===== config.mk =====
export PLATFORM = sky130hd
export DESIGN_NAME = mem_arbiter
export DESIGN_NICKNAME = d
export VERILOG_FILES = /design/src/rtl/mem_arbiter.sv
export SDC_FILE = /design/constraint.sdc
export NUM_CORES = 1
export LEC_CHECK = 0
export CORE_ASPECT_RATIO = 2
export CORE_MARGIN = 2
export CORE_UTILIZATION = 43
export CTS_CLUSTER_DIAMETER = 40
export CTS_CLUSTER_SIZE = 10
export DETAILED_ROUTE_END_ITERATION = 8
export GPL_TIMING_DRIVEN = 0
export PLACE_DENSITY = 0.87
export SYNTH_ARGS = -nofsm -noshare
export SYNTH_HDL_FRONTEND = slang
export SYNTH_SLANG_ARGS = --single-unit

===== constraint.sdc =====
create_clock -name clk -period 4.1 [get_ports clk]
set_input_delay 0.41 -clock clk [delete_from_list [all_inputs] [get_ports clk]]
set_output_delay 0.41 -clock clk [all_outputs]
set_load 0.02 [all_outputs]

===== src/rtl/mem_arbiter.sv =====
// Three-way arbiter and access sequencer for the shared single-port memory (fetch, data, debug).
// Define ARB_FIXED_PRIO_EN for fixed priority debug > data > fetch; default build is round-robin.
module mem_arbiter #(
    parameter int AW      = 16,
    parameter int DW      = 16,
    parameter int MEM_LAT = 1
) (
    input  logic              clk,
    input  logic              rst,
    input  logic [2:0]        req,
    input  logic [2:0]        we,
    input  logic [3*AW-1:0]   addr,
    input  logic [3*DW-1:0]   wdata,
    output logic [2:0]        ack,
    output logic [DW-1:0]     rdata,
    output logic [2:0]        grant,
    output logic              busy,
    output logic              mem_en,
    output logic              mem_we,
    output logic [AW-1:0]     mem_addr,
    output logic [DW-1:0]     mem_wdata,
    input  logic [DW-1:0]     mem_rdata
);

    typedef enum logic [1:0] {
        IDLE  = 2'd0,
        ISSUE = 2'd1,
        WAIT  = 2'd2,
        DONE  = 2'd3
    } state_t;

    localparam logic [2:0] LAT_M1 = 3'(MEM_LAT - 1);

    state_t          state_r;
    logic [2:0]      cnt_r;
    logic [2:0]      ack_r;
    logic [2:0]      grant_r;
    logic            busy_r;
    logic            mem_en_r;
    logic            mem_we_r;
    logic [AW-1:0]   mem_addr_r;
    logic [DW-1:0]   mem_wdata_r;
    logic [DW-1:0]   rdata_r;
`ifndef ARB_FIXED_PRIO_EN
    logic [1:0]      ptr_r;
`endif

    logic [2:0]      win_s;
    logic [2:0]      we_eff_s;
    logic            win_we_s;
    logic [AW-1:0]   win_addr_s;
    logic [DW-1:0]   win_wdata_s;

`ifdef ARB_FIXED_PRIO_EN
    function automatic logic [2:0] pick_fixed(input logic [2:0] r);
        logic [2:0] g;
        if (r[2]) begin
            g = 3'b100;
        end else if (r[1]) begin
            g = 3'b010;
        end else if (r[0]) begin
            g = 3'b001;
        end else begin
            g = 3'b000;
        end
        return g;
    endfunction
`else
    // Rotate so the pointer position is bit 0, take the lowest set bit, rotate back.
    function automatic logic [2:0] pick_rr(input logic [2:0] r, input logic [1:0] p);
        logic [2:0] rot;
        logic [2:0] g_rot;
        logic [2:0] g;
        case (p)
            2'd1:    rot = {r[0], r[2], r[1]};
            2'd2:    rot = {r[1], r[0], r[2]};
            default: rot = r;
        endcase
        if (rot[0]) begin
            g_rot = 3'b001;
        end else if (rot[1]) begin
            g_rot = 3'b010;
        end else if (rot[2]) begin
            g_rot = 3'b100;
        end else begin
            g_rot = 3'b000;
        end
        case (p)
            2'd1:    g = {g_rot[1], g_rot[0], g_rot[2]};
            2'd2:    g = {g_rot[0], g_rot[2], g_rot[1]};
            default: g = g_rot;
        endcase
        return g;
    endfunction

    function automatic logic [1:0] next_ptr(input logic [2:0] g);
        logic [1:0] p;
        case (g)
            3'b001:  p = 2'd1;
            3'b010:  p = 2'd2;
            default: p = 2'd0;
        endcase
        return p;
    endfunction
`endif

    // Winner selection and the winner's address/write data/write enable.
    always_comb begin
        win_s       = 3'b000;
        we_eff_s    = we & 3'b110;
        win_we_s    = 1'b0;
        win_addr_s  = addr[AW-1:0];
        win_wdata_s = wdata[DW-1:0];
`ifdef ARB_FIXED_PRIO_EN
        // An acked requester that is still the top priority goes back through IDLE instead of yielding.
        if (state_r == DONE) begin
            if (pick_fixed(req) == grant_r) begin
                win_s = 3'b000;
            end else begin
                win_s = pick_fixed(req);
            end
        end else if (state_r == IDLE) begin
            win_s = pick_fixed(req);
        end else begin
            win_s = 3'b000;
        end
`else
        if (state_r == DONE) begin
            win_s = pick_rr(req & ~grant_r, ptr_r);
        end else if (state_r == IDLE) begin
            win_s = pick_rr(req, ptr_r);
        end else begin
            win_s = 3'b000;
        end
`endif
        case (win_s)
            3'b010: begin
                win_we_s    = we_eff_s[1];
                win_addr_s  = addr[2*AW-1:AW];
                win_wdata_s = wdata[2*DW-1:DW];
            end
            3'b100: begin
                win_we_s    = we_eff_s[2];
                win_addr_s  = addr[3*AW-1:2*AW];
                win_wdata_s = wdata[3*DW-1:2*DW];
            end
            default: begin
                win_we_s    = we_eff_s[0];
                win_addr_s  = addr[AW-1:0];
                win_wdata_s = wdata[DW-1:0];
            end
        endcase
    end

    // Access sequencer FSM with all outputs registered.
    always_ff @(posedge clk or negedge rst) begin
        if (!rst) begin
            state_r     <= IDLE;
            cnt_r       <= 3'd0;
            ack_r       <= 3'b000;
            grant_r     <= 3'b000;
            busy_r      <= 1'b0;
            mem_en_r    <= 1'b0;
            mem_we_r    <= 1'b0;
            mem_addr_r  <= {AW{1'b0}};
            mem_wdata_r <= {DW{1'b0}};
            rdata_r     <= {DW{1'b0}};
`ifndef ARB_FIXED_PRIO_EN
            ptr_r       <= 2'd0;
`endif
        end else begin
            case (state_r)
                IDLE, DONE: begin
                    ack_r <= 3'b000;
                    if (|win_s) begin
                        state_r     <= ISSUE;
                        grant_r     <= win_s;
                        busy_r      <= 1'b1;
                        mem_en_r    <= 1'b1;
                        mem_we_r    <= win_we_s;
                        mem_addr_r  <= win_addr_s;
                        mem_wdata_r <= win_wdata_s;
`ifndef ARB_FIXED_PRIO_EN
                        ptr_r       <= next_ptr(win_s);
`endif
                    end else begin
                        state_r <= IDLE;
                        grant_r <= 3'b000;
                        busy_r  <= 1'b0;
                    end
                end
                ISSUE: begin
                    mem_en_r <= 1'b0;
                    mem_we_r <= 1'b0;
                    cnt_r    <= LAT_M1;
                    state_r  <= WAIT;
                end
                WAIT: begin
                    if (cnt_r == 3'd0) begin
                        rdata_r <= mem_rdata;
                        ack_r   <= grant_r;
                        state_r <= DONE;
                    end else begin
                        cnt_r <= cnt_r - 3'd1;
                    end
                end
                default: begin
                    state_r  <= IDLE;
                    ack_r    <= 3'b000;
                    grant_r  <= 3'b000;
                    busy_r   <= 1'b0;
                    mem_en_r <= 1'b0;
                    mem_we_r <= 1'b0;
                end
            endcase
        end
    end

    assign ack       = ack_r;
    assign rdata     = rdata_r;
    assign grant     = grant_r;
    assign busy      = busy_r;
    assign mem_en    = mem_en_r;
    assign mem_we    = mem_we_r;
    assign mem_addr  = mem_addr_r;
    assign mem_wdata = mem_wdata_r;

endmodule

**Word-level counts from Yosys, hierarchy flattened**

Index checks and enable logic that the tools add are counted.

- Bits in latches: 0
- Bits in writable memories: 0
- Memories: 0
- Bits in registers: 64
- Memory bits (read-only): 0

- Magnitude comparators: 0
- $add $sub $neg: 1
- Bitwise gates (word level): 2
- Eq/ne operators: 11
- Shift operators: 0
- Mux-type cells: 32
- $mul: 0
- Divide/modulo/power cells: 0
- Reductions and logical operators: 12

Operator list:

| kind | count |
|---|---|
| one-hot mux 16 bit (2 select lines) | 2 |
| two-way mux 3 bit | 14 |
| one-hot mux 3 bit (2 select lines) | 6 |
| AND reduction 2 bit | 5 |
| equality test 2 bit, second input constant | 3 |
| != test 2 bit, second input constant | 3 |
| one-hot mux 1 bit (2 select lines) | 3 |
| one-hot mux 2 bit (3 select lines) | 1 |
| nonzero test 2 bit | 3 |
| equality test 2 x 1 -> 1 bit, second input constant | 2 |
| two-way mux 1 bit | 4 |
| one-hot mux 2 bit (2 select lines) | 1 |
| AND 3 bit | 1 |
| equality test 3 x 1 -> 1 bit, second input constant | 1 |
| equality test 3 x 2 -> 1 bit, second input constant | 1 |
| equality test 3 bit, second input constant | 1 |
| zero test 3 bit | 1 |
| inverter 3 bit | 1 |
| OR reduction 3 bit | 1 |
| subtractor 3 x 1 -> 3 bit, second input constant | 1 |
| zero test 2 bit | 1 |
| two-way mux 2 bit | 1 |
| OR reduction 2 bit | 1 |

**Logic depth before layout (Yosys ltp)**

- Depth in word-level cells: 14
- Depth in mapped cells: 12
- Mapped depth without buffers: 9

**Worst setup path after synthesis**

OpenSTA, ideal clock, no wires.

- Path type: flip-flop to flip-flop
- From: register ptr_r[0]
- To: register mem_addr_r[0] (netlist: mem_addr[0])
- Required time: 3963 ps
- Cell stages (with the launch flop): 11
- Arrival time: 2198 ps
- Path slack: 1765 ps
- Cell sequence: dfrtp_1 inv_1 ha_1 and4bb_1 a21oi_1 o22ai_1 a21oi_2 a31oi_2 buf_4 clkbuf_1 a21oi_1

- Word-level cells in the longest chain between the ends: 12

RTL lines:

| element | RTL line | RTL |
|---|---|---|
| from (decl) | 45 | `logic [1:0] ptr_r;` |
| from (signal assigned) | 184 | `ptr_r <= next_ptr(win_s);` |
| equality test 2 bit or equality test 2 x 1 -> 1 bit (tied branches) | 74, 88 |  |
| one-hot mux 3 bit (2 select lines) | 74 | `case (p)` |
| two-way mux 3 bit | 130 | `end else if (state_r == IDLE) begin` |
| two-way mux 3 bit | 128 | `if (state_r == DONE) begin` |
| two-way mux 3 bit | 83 | `end else if (rot[2]) begin` |
| two-way mux 3 bit | 81 | `end else if (rot[1]) begin` |
| two-way mux 3 bit | 79 | `if (rot[0]) begin` |
| one-hot mux 3 bit (2 select lines) | 88 | `case (p)` |
| two-way mux 3 bit | 130 |  |
| two-way mux 3 bit (*) | 128 |  |
| equality test 3 bit (tied with other cells) | 136 | `case (win_s)` |
| one-hot mux 16 bit (2 select lines) or AND reduction 2 bit (tied branches) | -- |  |
| to (signal assigned) | 165 | `mem_addr_r <= {AW{1'b0}};` |
| to (signal assigned) | 181 | `mem_addr_r <= win_addr_s;` |
| to (decl) | 41 | `logic [AW-1:0] mem_addr_r;` |

Mark *: on every way between the ends. The rest lies on a longest branch, timed or not. The select of a mux whose other input is x is not followed.
A chain may end at the register's enable or synchronous reset.

**Worst setup path in the final report**

- From: register ptr_r[0]
- To: register mem_addr_r[10] (netlist: mem_addr[10])

The elaborated chain is that of the path after synthesis.

==> impl_metrics.env <==
export IMPL_run_status="completed"
export IMPL_cellPowerDensity_nw_per_um2=868.3
export IMPL_cp_end_kind="flip-flop"
export IMPL_start_util=0.4446
export IMPL_area_growth_pct=66.59
export IMPL_rows=45
export IMPL_critical_path_max_fanout=10
export IMPL_wl_per_cell_um=19.18
export IMPL_max_freq_mhz=342.1
export IMPL_worstMarginPinSlew_ns=0.5954
export IMPL_setup_viol=0
export IMPL_fp_dieW_um=66.92
export IMPL_fin_crit_ns=2.923
export IMPL_dr_pass1_iters=7
export IMPL_antenna_found_initial=0
export IMPL_core_area_um2=7657
export IMPL_yosys_register_bits=64
export IMPL_synth_area_leader_cell="dfrtp_1"
export IMPL_postLayoutCoreUtil=0.7407
export IMPL_cts_max_level=3
export IMPL_post_cts_buffers=0
export IMPL_fin_skew_ns=0.007184
export IMPL_grt_first_pass_wirelength_mm=17.98
export IMPL_finalHoldViolations=0
export IMPL_antennaDiodeCount=0
export IMPL_fin_crit_sh=0.7129
export IMPL_via_per_inst=5.767
export IMPL_dp_hpwl_mm=8.764
export IMPL_start_kind="flip-flop"
export IMPL_totalWireLength_mm=11.87
export IMPL_crit_arrival_ns=3.11
export IMPL_nets=649
export IMPL_place_congestion=0.8375
export IMPL_grt_max_degree=39
export IMPL_power_mw=4.925
export IMPL_netlist_area_um2=3405
export IMPL_clock_latency_ns=0.34
export IMPL_cts_resized=0
export IMPL_numPortBuffers=175
export IMPL_vias=3570
export IMPL_leakage_nw=2.300
export IMPL_syn_num_nets=460
export IMPL_drive_above_1_share=0.1219
export IMPL_initialDrtViolationCount=406
export IMPL_dieArea_um2=8689
export IMPL_clk_path_buf_depth=2
export IMPL_yosysMostFrequentCell="dfrtp_1"
export IMPL_grt_pass1_vias=3616
export IMPL_grt_overflow_total=0
export IMPL_route_detailed_drc=0
export IMPL_cts_inserted_buffers=9
export IMPL_vdd_ir_drop_worst_mv=0.5216
export IMPL_cts_sinks=64
export IMPL_yosysTopAreaCellShare=0.4704
export IMPL_fin_tns_setup_ns=0
export IMPL_synth_cells=331
export IMPL_cts_tree="yes"
export IMPL_synth_cell_type_count=45
export IMPL_slew_viol_final=0
export IMPL_grt_total_usage=0.2805
export IMPL_synth_edf_count=0
export IMPL_ys_top_cells_by_area="dfrtp_1 47%, a222oi_1 6.8%, a21oi_1 5.9%, mux2_2 5.3%, nor2_1 4.0%"
export IMPL_avgSynthCellArea_um2=10.29
export IMPL_ios=177
export IMPL_max_cap_violations=0
export IMPL_yosysSeqAreaShare=0.4704
export IMPL_postRouteAntennaNets=0
export IMPL_yosysWarnings=0
export IMPL_synth_ff_type="dfrtp_1"
export IMPL_crit_required_ns=4.29
export IMPL_netlist_top_cells_count="64 x dfrtp_1, 40 x a21oi_1, 36 x nor2_1"
export IMPL_setup_worst_path_class="reg2reg"
export IMPL_rsz0062_at_grt="false"
export IMPL_slew_headroom=0.6031
export IMPL_die_h_um=129.8
export IMPL_cts_root_buffer="clkbuf_16"
export IMPL_hold_path_class="in2async"
export IMPL_async_reset_ff_frac=1.000
export IMPL_clkTransAtPathRegs_ns=0.06
## through the flow
step / instances / instance area (um2) / hold slack (ns) / setup slack [ns]
6_report: 619 / 5672 / 0.4309 / 1.177
2_1_floorplan: 331 / 3405 / 0.1144 / 1.765
3_5_place_dp: 602 / 5316 / 0.2395 / 1.086
3_3_place_gp: 600 / 5274 / 0.4644 / 0.6188
5_1_grt: 619 / 5672 / 0.4442 / 1.041
4_1_cts: 619 / 5672 / 0.4215 / 1.232
## report_power, final
part / switching [mW] / internal [mW] / total, mW / leakage (nW)
logic: 1.65 / 1.30 / 2.95 / 1.40
clock network: 0.288 / 0.594 / 0.882 / 0.166
registers: 0.172 / 0.923 / 1.09 / 0.731
total: 2.11 / 2.82 / 4.92 / 2.30
## logic make-up (layout without fill, tap and decap cells)
| kind of cell | count (synthesis) | count (layout) | share of synthesized area |
|---|---|---|---|
| compound gates | 118 | 118 | 0.2499 |
| simple gates | 83 | 83 | 0.1231 |
| fa+ha+maj | 9 | 9 | 0.03308 |
| flops | 64 | 64 | 0.4704 |
| mux | 19 | 19 | 0.06174 |
| buf+inv | 38 | 232 | 0.06174 |
## state kept, by name (all words and copies together), names as in the netlist
register / count
mem_we: 1
rdata: 16
mem_en: 1
state_r: 2
ptr_r: 2
cnt_r: 3
grant: 3
busy: 1
mem_wdata: 16
mem_addr: 16
ack: 3
## path summary, 6_finish.rpt
path,from,to,slack (ns),depth (start not counted)
max,ptr_r[0],mem_addr[10],1.18,10
min,rst,rdata[13],0.43,2
max reg2reg,ptr_r[0],mem_addr[10],1.18,10
min reg2reg,busy,busy,0.49,1
max in group asynchronous,rst,mem_wdata[6],3.04,4
min in group clk,busy,busy,0.49,1
## final cells by class
class / count / area, um2
repair buffers: 178 / 1804
inverters: 12 / 45.04
plain buffers: 26 / 165.2
well taps: 94 / 117.6
fillers: 544 / 1986
multi-input cells: 229 / 1593
clock buffers: 9 / 225.2
clock inverters: 7 / 120.1
flip-flops and latches: 64 / 1602
## metal layers
metal | global-route usage | part of all wire | vias to the layer above
met5 | 0 | 0 | -
li1 | - | - | 1612
met4 | 0.1753 | 0.050 | 0
met1 | 0.2895 | 0.33 | 1714
met3 | 0.06379 | 0.065 | 46
met2 | 0.4971 | 0.55 | 198
## worst max-delay path: stages, from the launching register on
cell	delay (ns)
dfrtp_1	0.41
inv_1	0.06
ha_1	0.39
and4bb_1	0.34
a21oi_1	0.05
o22ai_1	0.30
a21oi_2	0.19
a31oi_2	0.25
buf_4	0.21
clkbuf_1	0.42
a21oi_1	0.14
## repair_timing
action | in CTS | in global routing
setup endpoints to repair | 0 | 0
hold endpoints to repair | 4 | 0
hold buffers | 1 | 0
## layout by cell type, fill, tap and decap left out, types with 11 or more instances in the layout
cell type        count
a21oi_1             40
nor2_1              36
nand2_1             11
clkbuf_1            12
a222oi_1            23
o21ai_0             21
inv_1               12
clkdlybuf4s50_1    174
dfrtp_1             64
mux2_2              16
No activity file was read; power rests on OpenSTA's default activity.
==> edit (config.mk and constraints unchanged) <==
Set the parameter `AW` to 14 (it was 16).
--- a/src/rtl/mem_arbiter.sv
+++ b/src/rtl/mem_arbiter.sv
@@ -1,7 +1,7 @@
 // Three-way arbiter and access sequencer for the shared single-port memory (fetch, data, debug).
 // Define ARB_FIXED_PRIO_EN for fixed priority debug > data > fetch; default build is round-robin.
 module mem_arbiter #(
-    parameter int AW      = 16,
+    parameter int AW      = 14,
     parameter int DW      = 16,
     parameter int MEM_LAT = 1
 ) (
Interface: changed (resized addr and mem_addr); port bits go from 177 to 169. No check against the original RTL was run, so the function may have changed too.
==> edit against the original RTL <==
Utilization fell by 4.8 points. Routed wire length rose by 3.6%. Cell area fell by 0.13%. Critical path type unchanged. Worst setup slack got worse by 0.33 ns. Cell count rose by 2.7%. Count of clock-buffer cells in the layout rose by 4. Largest power group unchanged. Sequential cell count fell by 2. Area after synthesis rose by 4.9%. First-iteration DRC count fell by 12%. Power fell by 5.9%. Highest routed layer unchanged.
==> edit: results (changes against the original RTL) <==
- The final cycle utilization of the critical path was 79.4% (+8.1 points).
- The number of DRC markers after the initial detailed-route iteration is 359 (-12%).
- The routing usage on met3 is 4.68% (-1.7 points).
- The final layout net count is 656 (+1.1%).
- In the post-synthesis netlist, the biggest area contributors are sky130_fd_sc_hd__dfrtp_1, sky130_fd_sc_hd__a222oi_1, sky130_fd_sc_hd__a22o_1, sky130_fd_sc_hd__mux2_2, sky130_fd_sc_hd__a21oi_1.
- The post-placement worst setup slack is 0.759 ns (-0.327 ns).
- The met2 demand-to-capacity share in global routing is 49.9% (+0.24 points).
- The number of fill cells is 616 (+13%).
- The global-route met1 utilization was 31.4% (+2.5 points).
- In the synthesized netlist, the cells that appear most often are sky130_fd_sc_hd__dfrtp_1, sky130_fd_sc_hd__nor2_1, sky130_fd_sc_hd__a21oi_1.
- The global-route total usage across every layer is 28.6% (+0.53 points).
- The xor-xnor portion of the synthesized cell area was 0.455% (+0.46 points).
- The sum of routed wire length over all layers was 12.3 mm (+3.6%).
- The flow ran to the end, and the final reports show no timing, DRC or antenna violations.
- The fraction of the mapped netlist area in adder cells is 3.15% (-0.16 points).
- The post-detailed-route wirelength per cell is 19.3 um (+0.88%).
- The remaining max-slew budget at the tightest pin is 61.9% (+1.5 points).
- The post-synthesis compound-gate area fraction is 29.9% (+4.9 points).
- The worst slack on hold paths is 0.0641 ns (-0.367 ns).
- The worst clock skew on the final layout came to 0.00322 ns (-0.00396 ns).
- The leakage power total is 0.00228 uW (-0.89%).
- The worst-case register-to-register setup slack is 0.84 ns (-0.33 ns).
- The routability congestion estimate is 0.908 (+8.4%).
- The number of instances in the placed design is 620 (+3.0%).
- The number of global-route vias before repair was 3895 (+7.7%).
- The distinct cell type count of the synthesized netlist is 51 (+13%).
- The routed metal-1 wire length is 4.16 mm (+5.9%).
- The proportion of layout cells with a drive suffix above 1 is 11.5% (-0.67 points).
==> edit: cell count changes after synthesis, moves of 8 or more <==
cell,change
sky130_fd_sc_hd__buf_2,+16
sky130_fd_sc_hd__a221oi_1,-9
sky130_fd_sc_hd__or2_2,-9
sky130_fd_sc_hd__a22o_1,+25
sky130_fd_sc_hd__a21oi_1,-9
sky130_fd_sc_hd__buf_6,-8
==> edit: power groups by stage <==
stage | clock, uW | sequential [uW] | combinational, uW
floorplan | 0 | 1280 | 1510
global placement | 0 | 1010 | 2750
detailed placement | 0 | 1030 | 2830
CTS | 769 | 1020 | 2850
global route | 797 | 1050 | 3080
finish | 760 | 1020 | 2850
==> edit: cell type report <==
cell class	count	area [um^2]	area share [%]
buffer	34	155	2.74
clock buffer	13	260	4.59
clock inverter	3	42.5	0.751
inverter	13	48.8	0.861
multi-input combinational	247	1820	32.1
sequential	62	1550	27.4
tap	98	123	2.16
timing repair buffer	166	1670	29.4
